**config.mk**
```make
export PLATFORM = sky130hd
export DESIGN_NAME = chip_test_sequencer
export DESIGN_NICKNAME = d
export VERILOG_FILES = /design/src/rtl/chip_test_sequencer.sv
export SDC_FILE = /design/constraint.sdc
export NUM_CORES = 1
export LEC_CHECK = 0
export ABC_CLOCK_PERIOD_IN_PS = 3500
export BUFFER_PORTS_ARGS = -buffer_cell sky130_fd_sc_hd__buf_2
export CORE_ASPECT_RATIO = 1.25
export CORE_MARGIN = 2
export CORE_UTILIZATION = 59
export CTS_BUF_LIST = sky130_fd_sc_hd__clkbuf_4 sky130_fd_sc_hd__clkbuf_8 sky130_fd_sc_hd__clkbuf_16
export DETAILED_ROUTE_END_ITERATION = 7
export HOLD_SLACK_MARGIN = 0.02
export PLACE_DENSITY = 0.83
export REMOVE_ABC_BUFFERS = 1
export SLEW_MARGIN = 5
export SYNTH_ARGS = -nofsm -noshare
export SYNTH_HDL_FRONTEND = slang
export SYNTH_SLANG_ARGS = --single-unit
```
**constraint.sdc**
```tcl
create_clock -name CLK -period 3.5 [get_ports CLK]
set_clock_uncertainty 0.05 [all_clocks]
set_input_delay 0.7 -clock CLK [delete_from_list [all_inputs] [get_ports CLK]]
set_output_delay 0.7 -clock CLK [all_outputs]
set_load 0.05 [all_outputs]
```
**src/rtl/chip_test_sequencer.sv**
```systemverilog
// Command sequencer: pops command words from FIFO A, drives the serial master,
// waits on synchronized chip status with a timeout and returns results via FIFO B.
module chip_test_sequencer #(
  parameter int unsigned     TO_W   = 24,
  parameter logic [TO_W-1:0] TO_CYC = 24'd10_000_000
) (
  input  logic        CLK,
  input  logic        rst,
  input  logic [31:0] FIFOA_OUT,
  output logic        FIFOA_ren,
  input  logic        FIFOA_empty,
  output logic [31:0] FIFOB_IN,
  output logic        FIFOB_wen,
  input  logic        FIFOB_prog_full,
  output logic        itf_sel,
  output logic        ser_req,
  output logic        ser_rd,
  output logic [15:0] ser_wdata,
  input  logic        ser_done,
  input  logic [15:0] ser_rdata,
  input  logic        sta_wei,
  input  logic        sta_act,
  output logic        busy,
  output logic        err_to,
  output logic        err_op,
  output logic [15:0] cmd_cnt
);

  typedef enum logic [2:0] {
    S_IDLE, S_FETCH, S_DECODE, S_DFETCH, S_DLATCH, S_SREQ, S_RESP, S_WAIT
  } state_t;

  typedef enum logic [3:0] {
    OP_NOP   = 4'h0,
    OP_SEL   = 4'h1,
    OP_WRITE = 4'h2,
    OP_READ  = 4'h3,
    OP_WEI   = 4'h4,
    OP_ACT   = 4'h5
  } op_t;

  localparam logic [TO_W-1:0] TO_LAST = TO_CYC - 1'b1;

  state_t          state_q;
  op_t             op_q;
  op_t             dec_op;
  logic [11:0]     n_q;
  logic [11:0]     beat_q;
  logic [TO_W-1:0] to_cnt_q;
  logic            ser_req_q;
  logic            ser_rd_q;
  logic [15:0]     ser_wdata_q;
  logic [31:0]     fifob_data_q;
  logic            itf_sel_q;
  logic            err_to_q;
  logic            err_op_q;
  logic [15:0]     cmd_cnt_q;
  logic            wei_meta_q, wei_sync_q;
  logic            act_meta_q, act_sync_q;
  logic            wait_cond;

  assign dec_op    = op_t'(FIFOA_OUT[31:28]);
  assign wait_cond = (op_q == OP_WEI) ? wei_sync_q : act_sync_q;

  always_ff @(posedge CLK) begin
    if (rst) begin
      state_q      <= S_IDLE;
      op_q         <= OP_NOP;
      n_q          <= '0;
      beat_q       <= '0;
      to_cnt_q     <= '0;
      ser_req_q    <= 1'b0;
      ser_rd_q     <= 1'b0;
      ser_wdata_q  <= '0;
      fifob_data_q <= '0;
      itf_sel_q    <= 1'b0;
      err_to_q     <= 1'b0;
      err_op_q     <= 1'b0;
      cmd_cnt_q    <= '0;
      wei_meta_q   <= 1'b0;
      wei_sync_q   <= 1'b0;
      act_meta_q   <= 1'b0;
      act_sync_q   <= 1'b0;
    end else begin
      wei_meta_q <= sta_wei;
      wei_sync_q <= wei_meta_q;
      act_meta_q <= sta_act;
      act_sync_q <= act_meta_q;

      case (state_q)
        S_IDLE:  if (!FIFOA_empty) state_q <= S_FETCH;
        S_FETCH: state_q <= S_DECODE;
        S_DECODE: begin
          op_q     <= dec_op;
          n_q      <= FIFOA_OUT[27:16];
          beat_q   <= '0;
          to_cnt_q <= '0;
          case (dec_op)
            OP_SEL: begin
              itf_sel_q <= FIFOA_OUT[0];
              state_q   <= S_IDLE;
              cmd_cnt_q <= cmd_cnt_q + 1'b1;
            end
            OP_NOP: begin
              state_q   <= S_IDLE;
              cmd_cnt_q <= cmd_cnt_q + 1'b1;
            end
            OP_WRITE: state_q <= S_DFETCH;
            OP_READ: begin
              ser_req_q   <= 1'b1;
              ser_rd_q    <= 1'b1;
              ser_wdata_q <= FIFOA_OUT[15:0];
              state_q     <= S_SREQ;
            end
            OP_WEI, OP_ACT: state_q <= S_WAIT;
            default: begin
              err_op_q  <= 1'b1;
              state_q   <= S_IDLE;
              cmd_cnt_q <= cmd_cnt_q + 1'b1;
            end
          endcase
        end
        S_DFETCH: if (!FIFOA_empty) state_q <= S_DLATCH;
        S_DLATCH: begin
          ser_wdata_q <= FIFOA_OUT[15:0];
          ser_rd_q    <= 1'b0;
          ser_req_q   <= 1'b1;
          state_q     <= S_SREQ;
        end
        S_SREQ: if (ser_done) begin
          ser_req_q <= 1'b0;
          if (op_q == OP_READ) begin
            fifob_data_q <= {4'h3, beat_q, ser_rdata};
            state_q      <= S_RESP;
          end else if (beat_q == n_q) begin
            state_q   <= S_IDLE;
            cmd_cnt_q <= cmd_cnt_q + 1'b1;
          end else begin
            beat_q  <= beat_q + 1'b1;
            state_q <= S_DFETCH;
          end
        end
        // RESP serves both read beats and wait results; only reads loop back.
        S_RESP: if (!FIFOB_prog_full) begin
          if (op_q == OP_READ && beat_q != n_q) begin
            beat_q    <= beat_q + 1'b1;
            ser_req_q <= 1'b1;
            state_q   <= S_SREQ;
          end else begin
            state_q   <= S_IDLE;
            cmd_cnt_q <= cmd_cnt_q + 1'b1;
          end
        end
        S_WAIT: begin
          if (wait_cond) begin
            fifob_data_q <= {op_q, 27'd0, 1'b0};
            state_q      <= S_RESP;
          end else if (to_cnt_q == TO_LAST) begin
            err_to_q     <= 1'b1;
            fifob_data_q <= {op_q, 27'd0, 1'b1};
            state_q      <= S_RESP;
          end else begin
            to_cnt_q <= to_cnt_q + 1'b1;
          end
        end
        default: state_q <= S_IDLE;
      endcase
    end
  end

  // Read enable and write enable are decoded combinationally so the popped word
  // lands in the following state and a write can never coincide with prog_full.
  assign FIFOA_ren = !rst && ((state_q == S_FETCH) || (state_q == S_DFETCH && !FIFOA_empty));
  assign FIFOB_wen = !rst && (state_q == S_RESP) && !FIFOB_prog_full;
  assign FIFOB_IN  = fifob_data_q;
  assign busy      = (state_q != S_IDLE);
  assign itf_sel   = itf_sel_q;
  assign ser_req   = ser_req_q;
  assign ser_rd    = ser_rd_q;
  assign ser_wdata = ser_wdata_q;
  assign err_to    = err_to_q;
  assign err_op    = err_op_q;
  assign cmd_cnt   = cmd_cnt_q;

endmodule

```
==> impl_metrics.py, run 1 <==
metrics = {
    "synthesis": {
        "synth_area_leaders": "dfxtp_1, a21oi_1, nand2_1",
        "synthArstFlopShare": 0,
        "netlist.area_leader.share": 0.420,
        "ys_types": 75,
        "synth_ff_type": "dfxtp_1",
        "netlist_area_mm2": 0.00610,
        "synth-edff-count": 0,
        "avgSynthCellArea_um2": 8.52,
        "ys_warn_count": 0,
        "synth_top_cells_by_count": "dfxtp_1, nand2_1, a21oi_1",
        "ys_ff_latch": 128,
        "yosys.area.top_type": "dfxtp_1",
        "synthCells": 716,
        "synth_most_common_cell": "dfxtp_1",
        "seq_area_frac_synth": 0.420,
    },
    "floorplanning": {
        "dieHeight_um": 118,
        "ioPinCount": 127,
        "row_count": 41,
        "start_util": 0.603,
        "dieArea_mm2": 0.0112,
        "core_area_mm2": 0.0101,
        "die_w_um": 94.9,
    },
    "placement": {
        "placed_cells": 926,
        "placed_area_mm2": 0.00671,
        "hpwl_mm": 10.5,
        "numPortBuffers": 126,
        "place_congestion": 0.896,
        "place_ws_ns": 0.820,
    },
    "timing": {
        "fin_ws_ns": 0.580,
        "final-setup-viol-count": 0,
        "drv_slew": 0,
        "fin_crit_ns": 2.92,
        "rsz0062_at_grt": "false",
        "finalCritPeriodShare": 0.834,
        "hold_viol_final": 0,
        "tightest_slew_ns": 0.807,
        "slew_headroom": 0.461,
        "fmax_mhz": 342,
    },
    "cts": {
        "cts_buffers": 17,
        "cts-hold-fix-buffers": 0,
        "cts_setup_buffers": 0,
        "clockRootBuffer": "clkbuf_16",
        "path_clk_slew_ns": 0.06,
        "cts-resized-gates": 0,
        "htree_num_levels": 4,
        "clk_path_buf_depth": 2,
        "cts_num_sinks": 128,
        "clk_latency_ns": 0.42,
        "cts_tree": "built",
    },
    "route": {
        "met3_length_mm": 1.04,
        "wirelength_mm": 16.0,
        "postRouteAntennaNets": 0,
        "wl_per_cell_um": 16.7,
        "drc": 0,
        "first_pass_iters": 5,
        "route.top_layer_used": "met4",
        "met2_length_mm": 8.29,
        "drt-initial-drc-count": 440,
        "vias": 5791,
        "wl_met1_mm": 6.17,
        "vias_per_cell": 6.04,
    },
    "setup_path": {
        "startpoint_type": "flip-flop",
        "path_max_fanout": 21,
        "end_kind": "output port",
        "worstPathRequired_ns": 2.75,
        "path_cells": "inv_1, a2111oi_0, buf_2",
        "max_stage_delay_ns": 0.70,
        "critical_path_class": "flip-flop to output port",
        "cp_slowest_cell": "dfxtp_1",
        "crit_arrival_ns": 2.17,
    },
    "power_and_ir_drop": {
        "p_per_area_mw_per_mm2": 556,
        "clkPwrFrac": 0.486,
        "finalPower_mw": 4.10,
        "p_leak_nw": 2.82,
        "pwr-share-comb": 0.136,
        "netSwitchingFraction": 0.265,
        "power_frac_seq": 0.378,
        "max-vdd-ir-drop_uv": 375,
        "power_switching_mw": 1.09,
        "p_int_mw": 3.02,
    },
    "global_routing": {
        "antenna_found_initial": 0,
        "grt_pass1_wl_mm": 25.7,
        "grt_max_degree": 80,
        "grt_pass1_vias": 5421,
        "grt_util_all_layers": 0.287,
        "overflow": 0,
    },
    "cells_and_area": {
        "final_util": 0.730,
        "drive_gt1_frac": 0.234,
        "nets": 874,
        "fin_area_mm2": 0.00738,
        "fillers": 757,
        "instances_no_fill": 958,
        "area_growth_pct": 21.0,
        "n_antenna_cell": 0,
    },
    "hold_path": {
        "hold_path_class": "flip-flop to flip-flop",
    },
    "job": {
        "maxCapViolCount": 0,
    },
    "status": {
        "status": "completed",
    },
}
==> cell type report <==
type	instances	area [um2]	share of cell area
inverters	11	41.3	0.00559
flip-flops and latches	128	2560	0.347
clock inverters	12	205	0.0278
multi-input cells	520	3220	0.437
clock buffers	20	467	0.0632
well taps	129	161	0.0219
repair buffers	138	721	0.0976
==> critical path, delay by kind of cell, from the launching register on <==
| kind | cells | cell delay, ns |
|---|---|---|
| DFF | 1 | 0.70 |
| buffers and inverters | 2 | 0.55 |
| AOI/OAI and AO/OA | 1 | 0.50 |
==> registers in the layout (all words and copies together), names as in the netlist, 3 cells and up <==
name,cells
FIFOB_IN,32
to_cnt_q,24
cmd_cnt,16
ser_wdata,16
beat_q,12
n_q,12
op_q,4
state_q,3
==> logic make-up (layout without fill, tap and decap cells) <==
group / count (synthesis) / count (layout) / synth area share
muxes: 24 / 24 / 0.0406
xor gates and xnor gates: 40 / 40 / 0.0574
and+or+nand+nor: 278 / 278 / 0.247
AOI/OAI and AO/OA: 175 / 175 / 0.177
buffers and inverters: 68 / 181 / 0.0513
adders and majority gates: 3 / 3 / 0.00616
DFF: 128 / 128 / 0.420
==> final timing paths <==
path	start	slack (ns)	to	depth (start not counted)
worst min-delay path	wei_meta_q	0.39	wei_sync_q	1
worst min register to register	wei_meta_q	0.39	wei_sync_q	1
worst max-delay path	state_q[0]	0.58	FIFOA_ren	3
worst max register to register	state_q[0]	0.79	to_cnt_q[2]	4
==> power groups by stage <==
| stage | Sequential [mW] | Combinational [mW] | Clock (mW) |
|---|---|---|---|
| 2_1_floorplan | 1.63 | 0.300 | 0 |
| 3_3_place_gp | 1.58 | 0.527 | 0 |
| 3_5_place_dp | 1.58 | 0.543 | 0 |
| 4_1_cts | 1.55 | 0.552 | 2.00 |
| 5_1_grt | 1.56 | 0.602 | 2.07 |
| 6_report | 1.55 | 0.558 | 1.99 |
==> layer usage <==
metal | vias to the layer above | GRT usage
met1 | 2733 | 0.340
met2 | 259 | 0.490
met5 | - | 0
met3 | 46 | 0.0634
li1 | 2753 | -
met4 | 0 | 0.121
==> metrics by stage <==
stage	setup TNS (ns)	hold WS (ns)
global route	0	0.412
floorplan	-0.431	0.364
CTS	0	0.389
finish	0	0.386
detailed placement	0	0.376
global placement	0	0.372
==> layout by cell type, fill, tap and decap left out, types with 5 or more instances in the layout <==
master,instances
a21oi_1,73
and2_1,7
and3_1,10
and4_1,5
buf_2,126
buf_4,12
bufinv_16,5
clkbuf_16,17
clkinvlp_4,5
dfxtp_1,128
inv_1,11
mux2i_1,20
nand2_1,78
nand2b_1,6
nand3_1,21
nand4_1,17
nand4b_1,26
nor2_1,59
nor2b_1,5
nor3_1,5
o21a_1,5
o21ai_0,48
o22ai_1,5
or3_1,8
xnor2_1,29
xor2_1,11
Power figures use the tool's default switching activity.
==> run 2, diff against run 1 <==
--- a/config.mk
+++ b/config.mk
@@ -5,15 +5,16 @@
 export SDC_FILE = /design/constraint.sdc
 export NUM_CORES = 1
 export LEC_CHECK = 0
-export ABC_CLOCK_PERIOD_IN_PS = 3500
+export ABC_AREA = 1
+export ABC_CLOCK_PERIOD_IN_PS = 2500
 export BUFFER_PORTS_ARGS = -buffer_cell sky130_fd_sc_hd__buf_2
 export CORE_ASPECT_RATIO = 1.25
 export CORE_MARGIN = 2
-export CORE_UTILIZATION = 59
+export CORE_UTILIZATION = 50
 export CTS_BUF_LIST = sky130_fd_sc_hd__clkbuf_4 sky130_fd_sc_hd__clkbuf_8 sky130_fd_sc_hd__clkbuf_16
 export DETAILED_ROUTE_END_ITERATION = 7
 export HOLD_SLACK_MARGIN = 0.02
-export PLACE_DENSITY = 0.83
+export PLACE_DENSITY = 0.74
 export REMOVE_ABC_BUFFERS = 1
 export SLEW_MARGIN = 5
 export SYNTH_ARGS = -nofsm -noshare
==> constraint.sdc (replaced) <==
create_clock -name CLK -period 2.5 [get_ports CLK]
set_clock_uncertainty 0.05 [all_clocks]
set_input_delay 0.5 -clock CLK [delete_from_list [all_inputs] [get_ports CLK]]
set_output_delay 0.5 -clock CLK [all_outputs]
set_load 0.05 [all_outputs]
==> run 2 against run 1 <==
  * Synthesized area grew 5.2%
  * Count of clock-buffer cells in the layout rose by 3
  * Wire length is 5.3% higher
  * Register-to-register slack worse by 0.52 ns
  * Utilization is 10 points lower
  * Hold slack got worse by 0.15 ns
  * Flip-flop and latch count unchanged
  * Synthesized cell count up 33%
  * Non-clock buffer count increased by 7
  * Die area grew 23%
  * Design area rose by 7.0%
==> impl_metrics.py, run 2 <==
metrics = {
    "timing": {
        "tns_ns": 0,
        "drv_slew": 0,
        "fmax_mhz": 438,
        "fin_crit_ns": 2.28,
        "final-setup-viol-count": 0,
        "finalCritPeriodShare": 0.914,
        "hold_viol_final": 0,
        "rsz0062_at_grt": "false",
        "tightest_slew_ns": 0.618,
        "slew_headroom": 0.588,
    },
    "cts": {
        "cts_setup_buffers": 0,
        "cts-hold-fix-buffers": 0,
        "clk_latency_ns": 0.42,
        "cts_buffers": 17,
        "htree_num_levels": 4,
        "clk_path_buf_depth": 2,
        "cts_num_sinks": 128,
        "path_clk_slew_ns": 0.05,
        "clockRootBuffer": "clkbuf_16",
        "cts_tree": "built",
    },
    "setup_path": {
        "startpoint": "state_q[2]",
        "path_cells": "inv_2, nor2_2, inv_1, nor3_1, buf_2",
        "r2r_slack_ns": 0.27,
        "reg2regPathDepth": 11,
        "end_kind": "output port",
        "crit_arrival_ns": 1.73,
        "max_stage_delay_ns": 0.46,
        "r2r-start": "to_cnt_q[0]",
        "critical_path_class": "flip-flop to output port",
        "worstPathRequired_ns": 1.95,
        "path_max_fanout": 7,
        "r2r-end": "FIFOB_IN[6]",
        "startpoint_type": "flip-flop",
        "cp_slowest_cell": "dfxtp_1",
    },
    "synthesis": {
        "yosys.area_share.simple": 0.351,
        "ys_ff_latch": 128,
        "netlist.area_leader.share": 0.399,
        "seq_area_frac_synth": 0.399,
        "synth_ff_type": "dfxtp_1",
        "synth_top_family_by_area": "simple AND/OR/NAND/NOR gates",
        "ys_warn_count": 0,
        "synth_xor_area_frac": 0.0369,
        "synth_area_leaders": "dfxtp_1, nand2_1, nor2_1",
        "netlist_area_mm2": 0.00642,
        "synthMuxAreaShare": 0,
        "yosys.area.top_type": "dfxtp_1",
        "ys_types": 40,
        "synth-edff-count": 0,
        "synth_top_cells_by_count": "nand2_1, nor2_1, dfxtp_1",
        "synth_most_common_cell": "nand2_1",
        "avgSynthCellArea_um2": 6.72,
        "synthAdderAreaFrac": 0.00585,
        "synthCells": 955,
        "synth_compound_area_frac": 0.122,
        "synthArstFlopShare": 0,
    },
    "route": {
        "wl_per_cell_um": 13.4,
        "vias": 6558,
        "wirelength_mm": 16.8,
        "postRouteAntennaNets": 0,
        "drc": 0,
        "first_pass_iters": 5,
        "vias_per_cell": 5.23,
        "drt-initial-drc-count": 381,
    },
    "cells_and_area": {
        "area_growth_pct": 23.1,
        "fin_area_mm2": 0.00790,
        "nets": 1132,
        "drive_gt1_frac": 0.188,
        "n_antenna_cell": 0,
        "fillers": 1189,
        "final_common_cell": "nand2_1",
        "largest_reg_flops": 32,
        "final_util": 0.627,
        "layout_common_cells": "nand2_1, nor2_1, dfxtp_1",
    },
    "floorplanning": {
        "dieHeight_um": 131,
        "ioPinCount": 127,
        "start_util": 0.509,
        "row_count": 46,
        "die_w_um": 105,
        "core_area_mm2": 0.0126,
        "dieArea_mm2": 0.0138,
    },
    "hold_path": {
        "holdPathStages": 3,
        "hold_end": "wei_meta_q",
        "hold_path_class": "input pin to flip-flop",
        "min_from": "sta_wei",
    },
    "power_and_ir_drop": {
        "finalPower_mw": 5.56,
        "max-vdd-ir-drop_uv": 486,
        "p_leak_nw": 3.29,
        "p_per_area_mw_per_mm2": 704,
    },
    "placement": {
        "numPortBuffers": 126,
        "hpwl_mm": 12.0,
        "place_congestion": 0.967,
        "placed_area_mm2": 0.00721,
    },
    "global_routing": {
        "grt_pass1_wl_mm": 27.8,
        "grt_max_degree": 57,
        "overflow": 0,
        "grt_pass1_vias": 6082,
        "antenna_found_initial": 0,
        "grt_util_all_layers": 0.249,
    },
    "status": {
        "status": "completed",
    },
    "job": {
        "maxCapViolCount": 0,
    },
}
## run 2: worst max-delay path by stage
| stage | slack (ns) | end |
|---|---|---|
| 2_1_floorplan | -1.03 | FIFOA_ren |
| 3_3_place_gp | 0.16 | to_cnt_q[20] |
| 3_5_place_dp | 0.10 | to_cnt_q[17] |
| 4_1_cts | 0.06 | to_cnt_q[17] |
| 5_1_grt | 0.06 | FIFOB_IN[20] |
| 6_report | 0.22 | FIFOB_wen |
## run 2: worst max-delay path, delay by kind of cell (launching register included)
family | cells | cell delay, ns
buffers and inverters | 3 | 0.51
flip-flops | 1 | 0.46
AND/OR/NAND/NOR | 2 | 0.34
## run 2: power breakdown
group          internal (mW)  total (mW)  switching [mW]
Combinational          0.181       0.598           0.417
Clock                   1.90        2.79           0.894
Sequential              2.11        2.17          0.0575
## run 2: repair_timing
| action | 4_1_cts | 5_1_grt |
|---|---|---|
| resized for setup | 0 | 6 |
| endpoints found under the hold margin | 0 | 0 |
| endpoints found under the setup margin | 0 | 53 |
## run 2: final cells by class
type,instances,area [um2],area share
multi-input cells,694,3330,0.422
flip-flops and latches,128,2560,0.325
repair buffers,145,786,0.0995
clock buffers,23,495,0.0627
inverters,88,335,0.0425
well taps,168,210,0.0266
clock inverters,9,178,0.0225
## run 2: per-stage QoR
| step | worst slack (ns) | std cells | hold slack [ns] |
|---|---|---|---|
| after floorplan | -1.03 | 910 | 0.338 |
| after global placement | 0.158 | 1223 | 0.344 |
| after detailed placement | 0.105 | 1223 | 0.357 |
| after CTS | 0.0645 | 1255 | 0.226 |
| after global routing | 0.0620 | 1255 | 0.243 |
| final | 0.215 | 1255 | 0.234 |
## run 2: metal layers
metal,global-route usage,share of wire
met1,0.288,0.42
met2,0.435,0.50
met3,0.0536,0.041
met4,0.129,0.039
met5,0,0
## run 2: logic make-up after synthesis
kind of cell / count (synthesis)
AO/OA/AOI/OAI: 149
XOR/XNOR: 27
adder cells (fa/ha/maj): 3
buffers and inverters: 133
flip-flops: 128
AND/OR/NAND/NOR: 515
